File: config.mk
export PLATFORM = sky130hd
export DESIGN_NAME = s_div
export DESIGN_NICKNAME = d
export VERILOG_FILES = /design/src/rtl/s_div.sv
export SDC_FILE = /design/constraint.sdc
export NUM_CORES = 1
export LEC_CHECK = 0
export CAP_MARGIN = 25
export CORE_ASPECT_RATIO = 0.8
export CORE_MARGIN = 5
export CORE_UTILIZATION = 45
export CTS_CLUSTER_SIZE = 14
export DETAILED_ROUTE_END_ITERATION = 12
export PLACE_DENSITY = 0.62
export SYNTH_ARGS = -nofsm -noshare
export SYNTH_HDL_FRONTEND = slang
export SYNTH_SLANG_ARGS = --single-unit
File: constraint.sdc
create_clock -name CLK -period 8.1 [get_ports CLK]
set_input_delay 1.215 -clock CLK [delete_from_list [all_inputs] [get_ports CLK]]
set_output_delay 1.215 -clock CLK [all_outputs]
set_load 0.05 [all_outputs]
File: src/rtl/s_div.sv
// Sequential signed 32/16 divider: operands arrive on a shared 16-bit bus over three
// edges, then a 16-step restoring divide on magnitudes followed by a sign fix-up.
module s_div (
    input  logic        CLK,
    input  logic        Rst_n,
    input  logic        St,
    input  logic [15:0] Dbus,
    output logic [15:0] Quotient,
    output logic [15:0] Remainder,
    output logic        V,
    output logic        Rdy
);

    typedef enum logic [2:0] {
        IDLE  = 3'd0,
        LOADL = 3'd1,
        LOADD = 3'd2,
        CHECK = 3'd3,
        DIV   = 3'd4,
        FIX   = 3'd5
    } state_t;

    state_t      state_q, state_d;
    logic [16:0] acc_q, acc_d;
    logic [15:0] q_q, q_d;
    logic [15:0] dvs_q, dvs_d;
    logic        sign_d_q, sign_d_d;
    logic        sign_q_q, sign_q_d;
    logic [3:0]  cnt_q, cnt_d;
    logic        v_q, v_d;

    logic [16:0] dvs_mag;
    logic [31:0] dividend_neg;
    logic [32:0] shifted;
    logic        ge;
    logic [16:0] acc_sub;

    always_ff @(posedge CLK or negedge Rst_n) begin
        if (!Rst_n) begin
            state_q  <= IDLE;
            acc_q    <= '0;
            q_q      <= '0;
            dvs_q    <= '0;
            sign_d_q <= 1'b0;
            sign_q_q <= 1'b0;
            cnt_q    <= '0;
            v_q      <= 1'b0;
        end else begin
            state_q  <= state_d;
            acc_q    <= acc_d;
            q_q      <= q_d;
            dvs_q    <= dvs_d;
            sign_d_q <= sign_d_d;
            sign_q_q <= sign_q_d;
            cnt_q    <= cnt_d;
            v_q      <= v_d;
        end
    end

    // 17-bit magnitude so that a divisor of 0x8000 yields 32768
    assign dvs_mag      = Dbus[15] ? (17'd0 - {1'b1, Dbus}) : {1'b0, Dbus};
    assign dividend_neg = 32'd0 - {acc_q[15:0], q_q};
    assign shifted      = {acc_q, q_q} << 1;
    assign ge           = (acc_q >= {1'b0, dvs_q});
    assign acc_sub      = acc_q - {1'b0, dvs_q};

    always_comb begin
        state_d = state_q;
        case (state_q)
            IDLE:    if (St) state_d = LOADL;
            LOADL:   state_d = LOADD;
            LOADD:   state_d = CHECK;
            CHECK:   state_d = (shifted[32:16] >= {1'b0, dvs_q}) ? IDLE : DIV;
            DIV:     if (cnt_q == 4'd15) state_d = FIX;
            FIX:     state_d = IDLE;
            default: state_d = IDLE;
        endcase
    end

    always_comb begin
        acc_d    = acc_q;
        q_d      = q_q;
        dvs_d    = dvs_q;
        sign_d_d = sign_d_q;
        sign_q_d = sign_q_q;
        cnt_d    = cnt_q;
        v_d      = v_q;
        case (state_q)
            IDLE: begin
                if (St) begin
                    acc_d    = {1'b0, Dbus};
                    sign_d_d = Dbus[15];
                    v_d      = 1'b0;
                end
            end
            LOADL: q_d = Dbus;
            LOADD: begin
                sign_q_d = sign_d_q ^ Dbus[15];
                dvs_d    = dvs_mag[15:0];
                if (sign_d_q) begin
                    acc_d = {1'b0, dividend_neg[31:16]};
                    q_d   = dividend_neg[15:0];
                end
            end
            CHECK: begin
                acc_d = shifted[32:16];
                q_d   = shifted[15:0];
                cnt_d = '0;
                if (shifted[32:16] >= {1'b0, dvs_q}) begin
                    v_d = 1'b1;
                end
            end
            DIV: begin
                // Compare/subtract fills q[0]; shift between steps but not after the last,
                // so Acc ends holding the remainder and Q all 16 quotient bits.
                cnt_d = cnt_q + 4'd1;
                if (cnt_q == 4'd15) begin
                    acc_d = ge ? acc_sub : acc_q;
                    q_d   = {q_q[15:1], ge};
                end else begin
                    acc_d = ge ? {acc_sub[15:0], q_q[15]} : {acc_q[15:0], q_q[15]};
                    q_d   = {q_q[14:1], ge, 1'b0};
                end
            end
            FIX: begin
                if (sign_q_q) q_d = 16'd0 - q_q;
                if (sign_d_q) acc_d[15:0] = 16'd0 - acc_q[15:0];
            end
            default: ;
        endcase
    end

    always_comb begin
        Rdy       = (state_q == IDLE);
        Quotient  = q_q;
        Remainder = acc_q[15:0];
        V         = v_q;
    end

endmodule

==> reports/qor.txt, run 1 <==
STATUS
----------------------------------------------------------------------------------------
Result of the run .........................................................    completed

ROUTING
----------------------------------------------------------------------------------------
DR pass1 iterations .......................................................            5
Met2 wire len .............................................................      8230 um
Routed wire length ........................................................     18600 um
First-iteration detailed-routing DRC count ................................          814
Met1 wire length ..........................................................      8580 um
Post-route ant nets .......................................................            0
Number of vias per cell ...................................................         6.42
Average detailed-routed wire length per instance ..........................      20.3 um
Via count of the routed design ............................................         5889
DRC violations left .......................................................            0
Top routing layer used ....................................................         met4
Detailed route wirelength on metal3 .......................................      1450 um

CLOCKING
----------------------------------------------------------------------------------------
Maximum clock path buffer count ...........................................            2
Hold-fix buffers at CTS ...................................................            0
Setup fix buffers added after clock tree synthesis ........................            0
Num CTS Buffers ...........................................................            9
Number of H-tree levels ...................................................            3
Buffer type at the clock tree root ........................................    clkbuf_16
TritonCTS clock tree ......................................................        built
Number of clock sinks .....................................................           59
Clock slew seen by the registers of the worst setup and hold paths ........        50 ps
Clock Latency Late Sink ...................................................       330 ps
Post_cts resized ..........................................................            0

SYNTH
----------------------------------------------------------------------------------------
Post-synthesis sequential area ratio ......................................        25.9%
Synth unique cells ........................................................           79
Register bit count reported by yosys ......................................           59
Post-synthesis instance area ..............................................     5710 um2
Number of flops mapped to enable cells by yosys ...........................            0
Number of warnings reported in the yosys synthesis log ....................            0
Proportion of netlist area held by the largest area contributor ...........        25.9%
Post-synthesis cell type with the largest combined area ...................      dfrtp_1
Most common flop cell mapped by yosys .....................................      dfrtp_1
Synthesized instance count ................................................          733
Mean Syn Cell Area ........................................................     7.79 um2
Post-synth ARST share .....................................................         100%
Post-Synthesis Net Count ..................................................          789
Most area-consuming cells after synthesis ................................. dfrtp_1 26%, ha_1 7.9%, nand2_1 4.9%

GRT
----------------------------------------------------------------------------------------
Gr ovfl total .............................................................            0
Gr usage total ............................................................        24.6%
Vias in the first global route ............................................         5427
Number of antenna violations at the first check in global routing .........            0
Wire length of the first global-routing pass ..............................     29700 um
Pin count of the biggest net entering global routing ......................           60

WORST SETUP PATH
----------------------------------------------------------------------------------------
Count of cells along the worst register-to-register path ..................            8
Data required time of the critical path ...................................      8300 ps
WP data arrival ...........................................................      3750 ps
Start point of the critical path ..........................................     acc_q[4]
Reg-to-Reg End ............................................................    acc_q[13]
Critical Path Source Type .................................................         flop
Maximum fanout encountered on the critical timing path ....................           11
Launch instance of the worst register-to-register path ....................     acc_q[4]
Path type of the worst setup path .........................................   reg -> reg
Endpoint kind of the worst setup timing path ..............................         flop
Flop2flop setup slack .....................................................      4540 ps
Capture point of the critical path ........................................    acc_q[13]

TIMING
----------------------------------------------------------------------------------------
Transition time at the pin with the least slew margin .....................      1090 ps
Setup repair after global routing missed its margin .......................        false
Fraction of the cycle the final worst path needs ..........................        43.9%
Setup tns final ...........................................................         0 ps
Tmin final ................................................................      3560 ps
Max Clock Skew ............................................................      6.35 ps
Endpoints failing hold ....................................................            0
Relative slew slack .......................................................        27.1%
Upper clock frequency limit ...............................................    0.281 GHz
Pins over their slew limit ................................................            0
Final setup violation count ...............................................            0

FINISH
----------------------------------------------------------------------------------------
Fraction of layout instances using a drive strength above 1 ...............        5.76%
Core utilization of the finished layout ...................................        52.6%
Ant. Diodes ...............................................................            0
Area growth, synth to finish ..............................................        13.3%
Layout Nets ...............................................................          798
Post-route non-filler standard cell count .................................          917

PLACEMENT
----------------------------------------------------------------------------------------
Final RePlAce weighted congestion .........................................        0.918
Cell total after placement ................................................          902
Count of port buffers added during placement ..............................           52
Total half-perimeter wirelength after legalization and detailed placement .     13800 um

FLOORPLANNING
----------------------------------------------------------------------------------------
Overall die width .........................................................       136 um
Core area .................................................................    12300 um2
I/O pin total .............................................................           53
Chip Height ...............................................................       111 um
Initial Util ..............................................................        46.4%
Number of placement rows ..................................................           36
Area enclosed by the die boundary .........................................    15100 um2

FLOW RUN
----------------------------------------------------------------------------------------
Max_cap viols .............................................................            0

MIN PATH
----------------------------------------------------------------------------------------
Hold Path Class ...........................................................   reg -> reg

## worst max-delay path, cell delays in order (launching register included)
cell	delay (ps)
dfrtp_1	510
ha_1	430
a21o_1	220
or3_1	370
o211a_1	280
o311ai_2	710
a21oi_2	380
a221oi_1	380
a31oi_1	130
## kinds of logic (layout without fill, tap and decap cells)
| group | Yosys count | after routing | share of synthesized area (%) |
|---|---|---|---|
| buffers and inverters | 92 | 105 | 7.52 |
| flip-flops | 59 | 59 | 25.9 |
| AND/OR/NAND/NOR | 260 | 260 | 22.6 |
| adder cells (fa/ha/maj) | 37 | 37 | 8.24 |
| AO/OA/AOI/OAI | 250 | 250 | 30.2 |
| XOR/XNOR | 29 | 29 | 4.45 |
| multiplexers | 6 | 6 | 1.07 |
## cells in the mapped netlist (all sizes together), types with 3 or more instances
master	instances
a21o	12
or3	13
ha	36
o22ai	8
nor2b	6
nand4	9
or2	3
a211oi	17
or4	5
nor2	66
a221oi	14
dfrtp	59
clkbuf	35
nor4	7
o31ai	5
o21a	4
and3	6
nor3	32
and2	7
a41oi	3
xnor2	14
nand2	75
nand3	12
a22o	8
o211a	3
a211o	4
a31oi	11
a311oi	8
buf	24
a222oi	7
o41ai	6
nand2b	9
xor2	15
a21oi	43
o211ai	8
o21ai	63
a2111oi	4
mux2i	5
inv	33
## cell usage in the layout (no fill, tap or decap), types with 4 or more instances in the layout
cell and count:
a22o_1 8, xor2_1 15, nand4_1 9, xnor2_1 13, clkbuf_16 9, o21a_1 4, a21oi_1 41, o31ai_1 5
ha_1 36, clkdlybuf4s50_1 51, clkinv_2 4, inv_1 32, a2111oi_0 4, nor3_1 29, o21ai_0 49, a211oi_1 15
mux2i_1 5, nor2_1 65, nor4_1 7, o41ai_1 6, or4_1 4, a222oi_1 7, nand3_1 12, a311oi_1 8
dfrtp_1 59, nor2b_1 6, a31oi_1 11, buf_4 5, nand2b_1 8, o211ai_1 8, and2_1 7, nand2_1 75
a21o_1 12, a221oi_1 14, and3_1 6, o21ai_1 13, o22ai_1 8, a211o_1 4, or3_1 12
## layout make-up
type	instances	area, um2
clock buffers	9	225
clock inverters	6	57.6
fillers	1164	5830
inverters	33	124
multi-input cells	582	3820
flip-flops and latches	59	1480
well taps	171	214
repair buffers	57	553
## routing by layer
layer  vias up  global-route usage (%)
met4         0                    6.72
met5         -                       0
met3        39                    5.04
met1      2812                    36.1
met2       285                    36.4
li1       2753                       -
## how the worst min path moves through the flow
stage	startpoint	depth (start not counted)	endpoint	slack, ps
floorplan	dvs_q[10]	2	dvs_q[10]	450
global placement	dvs_q[6]	2	dvs_q[6]	470
detailed placement	dvs_q[9]	2	dvs_q[9]	470
CTS	dvs_q[9]	2	dvs_q[9]	480
global route	dvs_q[9]	2	dvs_q[9]	510
finish	dvs_q[9]	2	dvs_q[9]	470
## metrics by stage
stage	cell area, um2	hold slack, ps	worst slack [ps]
4_1_cts	6470	483	4580
2_1_floorplan	5710	450	5060
3_5_place_dp	6190	470	4350
3_3_place_gp	6190	467	4440
5_1_grt	6470	510	4270
6_report	6470	474	4540
## flip-flops by register name, summed over array words and instances, names as in the netlist
register and cells:
Quotient 16, V 1, acc_q 17, cnt_q 4, dvs_q 16, sign_d_q 1
sign_q_q 1, state_q 3
Power of run 1 is not shown: default switching activity piles up to over one toggle a cycle in this logic, so the estimate is an artifact.
==> run 2, diff against run 1 <==
PLACE_DENSITY = 0.65   (was 0.62)
clock period = 3.23 ns   (was 8.1 ns; I/O delays follow)
==> run 2 against run 1 <==
Compared with the run above:
- first-iteration DRC count decreased by 12%
- global-route usage grew 2.3 points
- clock-buffer cell count increased by 4
- routed wire length increased by 7.9%
- critical path type unchanged
- critical endpoint is now acc_q[11]
==> reports/qor.txt, run 2 (same netlist as run 1, synthesis figures left out) <==
STATUS
----------------------------------------------------------------------------------------
Result of the run .........................................................    completed

CLOCKING
----------------------------------------------------------------------------------------
Clock slew seen by the registers of the worst setup and hold paths ........        50 ps   about the same
Buffer type at the clock tree root ........................................    clkbuf_16
Maximum clock path buffer count ...........................................            2   unchanged
Clock Latency Late Sink ...................................................       330 ps   about the same
Number of H-tree levels ...................................................            3   unchanged
Num CTS Buffers ...........................................................            9   unchanged
Setup fix buffers added after clock tree synthesis ........................            0   unchanged
Number of clock sinks .....................................................           59   unchanged
TritonCTS clock tree ......................................................        built

PLACEMENT
----------------------------------------------------------------------------------------
Total half-perimeter wirelength after legalization and detailed placement .     15300 um   +11%
Count of port buffers added during placement ..............................           52   unchanged
Cell area after placement .................................................     6520 um2   +5.4%
Final RePlAce weighted congestion .........................................        0.970   +5.6%

GRT
----------------------------------------------------------------------------------------
Wire length of the first global-routing pass ..............................     32200 um   +8.5%
Number of antenna violations at the first check in global routing .........            0   unchanged
Gr usage total ............................................................        26.9%   +2.3 points
Gr ovfl total .............................................................            0   unchanged
Pin count of the biggest net entering global routing ......................           33   -45%
Vias in the first global route ............................................         5804   +6.9%

WORST SETUP PATH
----------------------------------------------------------------------------------------
Endpoint kind of the worst setup timing path ..............................         flop
Data required time of the critical path ...................................      3420 ps   -4880 ps
Path type of the worst setup path .........................................   reg -> reg
WP data arrival ...........................................................      3210 ps   -540 ps
Critical Path Source Type .................................................         flop
Maximum fanout encountered on the critical timing path ....................            5   -6

FLOORPLANNING
----------------------------------------------------------------------------------------
Initial Util ..............................................................        46.4%   unchanged
Overall die width .........................................................       136 um   unchanged
Core area .................................................................    12300 um2   unchanged
I/O pin total .............................................................           53   unchanged
Area enclosed by the die boundary .........................................    15100 um2   unchanged
Chip Height ...............................................................       111 um   unchanged
Number of placement rows ..................................................           36   unchanged

ROUTING
----------------------------------------------------------------------------------------
Routed wire length ........................................................     20100 um   +7.9%
Via count of the routed design ............................................         6156   +4.5%
Average detailed-routed wire length per instance ..........................      20.9 um   +3.1%
Post-route ant nets .......................................................            0   unchanged
DR pass1 iterations .......................................................            5   unchanged
DRC violations left .......................................................            0   unchanged
Number of vias per cell ...................................................         6.41   -0.15%
First-iteration detailed-routing DRC count ................................          716   -12%

TIMING
----------------------------------------------------------------------------------------
Upper clock frequency limit ...............................................    0.332 GHz   +18%
Max Clock Skew ............................................................      8.80 ps   +2.45 ps
Pins over their slew limit ................................................            0   unchanged
Tmin final ................................................................      3010 ps   -541 ps
Transition time at the pin with the least slew margin .....................       834 ps   -255 ps
Fraction of the cycle the final worst path needs ..........................        93.3%   +49 points
Final setup violation count ...............................................            0   unchanged
Relative slew slack .......................................................        44.1%   +17 points
Setup repair after global routing missed its margin .......................        false
Endpoints failing hold ....................................................            0   unchanged
Setup tns final ...........................................................         0 ps   unchanged

MIN PATH
----------------------------------------------------------------------------------------
Hold Path Class ...........................................................  in -> async

FINISH
----------------------------------------------------------------------------------------
Filler cells ..............................................................         1189   +2.1%
Max reg flops .............................................................           17   unchanged
Ant. Diodes ...............................................................            0   unchanged
Commonest non-fill, non-tap cells in the layout ........................... 75 x nand2_1, 65 x nor2_1, 59 x dfrtp_1, 51 x clkdlybuf4s50_1, 49 x o21ai_0
Most common cell after layout, fill and taps aside ........................      nand2_1
Layout Nets ...............................................................          841   +5.4%
Core utilization of the finished layout ...................................        55.3%   +2.7 points
Area growth, synth to finish ..............................................        19.2%
Most flops, register ......................................................        acc_q
Fraction of layout instances using a drive strength above 1 ...............        10.8%   +5.0 points
Final non-filler cell area ................................................     6800 um2   +5.2%

FLOW RUN
----------------------------------------------------------------------------------------
Max_cap viols .............................................................            0   unchanged

## run 2: per-layer routing
layer / wire length (um) / share of wire (%) / track usage [%]
met1: 9100 / 45 / 39.8
met4: 438 / 2.2 / 7.45
met3: 1690 / 8.4 / 5.26
met2: 8880 / 44 / 39.6
met5: 0 / 0 / 0
## run 2: repair_timing
action / CTS / global route
endpoints found under the hold margin: 0 / 0
gates resized for setup: 0 / 1
setup endpoints to repair: 0 / 2
hold buffers: 0 / 0
## run 2: final cells by class
cell class                      instances  area (um2)  share of cell area, %
Tap cell                              171         214                   3.15
Clock inverter                          2        10.0                  0.147
Clock buffer                           13         270                   3.97
Multi-Input combinational cell        582        3820                   56.2
Sequential cell                        59        1480                   21.7
Timing Repair Buffer                  100         888                   13.1
Inverter                               33         124                   1.82
## run 2: worst max-delay path, cell delays in order, from the launching register on
cell,delay (ps)
dfrtp_1,370
inv_1,100
ha_1,180
inv_1,50
fa_1,440
a211oi_1,250
a2bb2oi_1,190
buf_4,160
a2111oi_0,90
nor3_1,340
a211oi_1,150
a2111oi_0,430
a21oi_1,130
## run 2: worst paths after layout
check	from	to	slack, ps	cells past startpoint
worst max-delay path	acc_q[0]	acc_q[11]	220	12
worst min-delay path	Rst_n	Quotient[13]	170	2
worst max register to register	acc_q[0]	acc_q[11]	220	12
worst min register to register	sign_q_q	sign_q_q	480	2
max in group asynchronous	Rst_n	acc_q[0]	2690	2
min in group CLK	sign_q_q	sign_q_q	480	2
## run 2: stage by stage
step | cells | worst slack (ps) | hold WS, ps
global route | 960 | 35.4 | 211
floorplan | 733 | 375 | 189
finish | 960 | 216 | 174
global placement | 945 | 290 | 466
detailed placement | 945 | 276 | 475
CTS | 960 | 240 | 180
Power of run 2 is left out for the same reason.
==> run 3, diff against run 2 <==
MAX_ROUTING_LAYER = met4   (was default)
REMOVE_ABC_BUFFERS = 1   (was default)
SKIP_LAST_GASP = 1   (was default)
==> run 3 against run 2 <==
Compared with the run above:
- first-iteration DRC count down 16%
- global-route usage is 0.79 points higher
- routed wire length decreased by 0.64%
- core utilization increased by 0.40 points
- cell count shrank 0.21%
- maximum frequency rose by 0.69%
==> reports/qor.txt, run 3 (same netlist as run 1, synthesis figures left out) <==
CLOCKING
----------------------------------------------------------------------------------------
Clock slew seen by the registers of the worst setup and hold paths ........        60 ps   about the same
TritonCTS clock tree ......................................................        built
Maximum clock path buffer count ...........................................            2   unchanged
Hold-fix buffers at CTS ...................................................            0   unchanged
Num CTS Buffers ...........................................................            9   unchanged
Buffer type at the clock tree root ........................................    clkbuf_16
Clock Latency Late Sink ...................................................       340 ps   about the same
Number of H-tree levels ...................................................            3   unchanged
Number of clock sinks .....................................................           59   unchanged

WORST SETUP PATH
----------------------------------------------------------------------------------------
WP data arrival ...........................................................      3200 ps   about the same
Path type of the worst setup path .........................................   reg -> reg
Most frequent cell on the critical path ...................................        inv_1
Delay of the slowest critical-path stage ..................................       430 ps   about the same
Launch instance of the worst register-to-register path ....................     acc_q[0]
Data required time of the critical path ...................................      3440 ps   +20 ps
Critical Path Source Type .................................................         flop
CP max stage cell .........................................................         fa_1
Start point of the critical path ..........................................     acc_q[0]
Flop2flop setup slack .....................................................       240 ps   +20 ps
Endpoint kind of the worst setup timing path ..............................         flop
Cells along the critical path ............................................. inv_1, ha_1, inv_1, fa_1, a211oi_1, a2bb2oi_1, buf_4, nand2b_1, a2111oi_1, nor3_1, a221oi_1, a31oi_1
Maximum fanout encountered on the critical timing path ....................            5   unchanged

ROUTING
----------------------------------------------------------------------------------------
Number of vias per cell ...................................................         6.45   +0.58%
Via count of the routed design ............................................         6179   +0.37%
DR pass1 iterations .......................................................            7   +2
Routed wire length ........................................................     20000 um   -0.64%
Average detailed-routed wire length per instance ..........................      20.9 um   -0.43%
DRC violations left .......................................................            0   unchanged
Post-route ant nets .......................................................            0   unchanged
First-iteration detailed-routing DRC count ................................          599   -16%

FLOORPLANNING
----------------------------------------------------------------------------------------
Initial Util ..............................................................        46.4%   unchanged
Area enclosed by the die boundary .........................................    15100 um2   unchanged
Core area .................................................................    12300 um2   unchanged
I/O pin total .............................................................           53   unchanged
Overall die width .........................................................       136 um   unchanged
Number of placement rows ..................................................           36   unchanged
Chip Height ...............................................................       111 um   unchanged

FINISH
----------------------------------------------------------------------------------------
Area growth, synth to finish ..............................................        20.0%
Most flops, register ......................................................        acc_q
Max reg flops .............................................................           17   unchanged
Sequential Area ...........................................................     1480 um2   unchanged
Layout Nets ...............................................................          838   -0.36%
Footprint of the multi-input gates ........................................     3830 um2   +0.20%
Filler cells ..............................................................         1144   -3.8%
Commonest non-fill, non-tap cells in the layout ........................... 75 x nand2_1, 65 x nor2_1, 59 x dfrtp_1, 51 x clkdlybuf4s50_1, 49 x o21ai_0
Fraction of layout instances using a drive strength above 1 ...............        10.4%   -0.35 points
Ant. Diodes ...............................................................            0   unchanged
Most common cell after layout, fill and taps aside ........................      nand2_1

TIMING
----------------------------------------------------------------------------------------
Fraction of the cycle the final worst path needs ..........................        92.7%   -0.64 points
Max Clock Skew ............................................................      5.41 ps   -3.39 ps
Pins over their slew limit ................................................            0   unchanged
Upper clock frequency limit ...............................................    0.334 GHz   +0.69%
Setup repair after global routing missed its margin .......................        false
Final critical-path setup slack ...........................................       236 ps   +20.7 ps
Final setup violation count ...............................................            0   unchanged
Endpoints failing hold ....................................................            0   unchanged
Transition time at the pin with the least slew margin .....................       869 ps   +34.7 ps
Relative slew slack .......................................................        41.8%   -2.3 points
Tmin final ................................................................      2990 ps   -20.7 ps

MIN PATH
----------------------------------------------------------------------------------------
Hold Path Class ...........................................................  in -> async

GRT
----------------------------------------------------------------------------------------
Gr usage total ............................................................        27.7%   +0.79 points
Pin count of the biggest net entering global routing ......................           31   -6.1%
Gr ovfl total .............................................................            0   unchanged
Number of antenna violations at the first check in global routing .........            0   unchanged
Vias in the first global route ............................................         6009   +3.5%
Wire length of the first global-routing pass ..............................     32600 um   +1.4%

PLACEMENT
----------------------------------------------------------------------------------------
Dpl ws ....................................................................       213 ps   -63.3 ps
Count of port buffers added during placement ..............................           52   unchanged
Final RePlAce weighted congestion .........................................        0.966   -0.41%
Total half-perimeter wirelength after legalization and detailed placement .     15300 um   about the same

FLOW RUN
----------------------------------------------------------------------------------------
Max_cap viols .............................................................            0   unchanged

STATUS
----------------------------------------------------------------------------------------
Result of the run .........................................................    completed

-- run 3: path summary, 6_finish.rpt --
path / end / depth (start not counted)
setup / recovery: acc_q[8] / 12
hold / removal: sign_q_q / 1
setup reg to reg: acc_q[8] / 12
hold reg to reg: dvs_q[12] / 2
max in group asynchronous: Quotient[8] / 2
min in group CLK: dvs_q[12] / 2
-- run 3: area by class of cell --
class,instances,area share [%]
Multi-Input combinational cell,582,55.9
Inverter,33,1.81
Clock inverter,4,1.42
Tap cell,171,3.12
Timing Repair Buffer,97,12.6
Clock buffer,12,3.60
Sequential cell,59,21.5
-- run 3: per-stage QoR --
| step | cell area (um2) | setup TNS, ps | cells | hold slack [ps] | utilization [%] |
|---|---|---|---|---|---|
| finish | 6850 | 0 | 958 | 99.7 | 55.7 |
| global route | 6850 | 0 | 958 | 134 | 55.7 |
| CTS | 6840 | 0 | 957 | 104 | 55.6 |
| detailed placement | 6500 | 0 | 941 | 462 | 52.8 |
| global placement | 6500 | 0 | 941 | 456 | 52.8 |
| floorplan | 5400 | -16310 | 674 | 189 | - |
-- run 3: critical path: cells and delay by family (launching register included) --
| family | cells | cell delay [ps] |
|---|---|---|
| fa+ha+maj | 2 | 650 |
| compound gates | 5 | 1250 |
| simple gates | 2 | 220 |
| buf+inv | 3 | 350 |
| flops | 1 | 370 |
-- run 3: what timing repair did --
action / 4_1_cts / 5_1_grt
buffers inserted: 0 / 1
endpoints found under the setup margin: 0 / 2
resized for setup: 0 / 1
-- run 3: routing by layer --
layer	up-vias	wire [um]	global-route usage, %
met5	-	0	-
met4	0	391	7.52
met3	43	1710	5.85
met2	305	8640	39.6
met1	2996	9240	39.6
li1	2835	-	-
Power of run 3 is left out for the same reason.
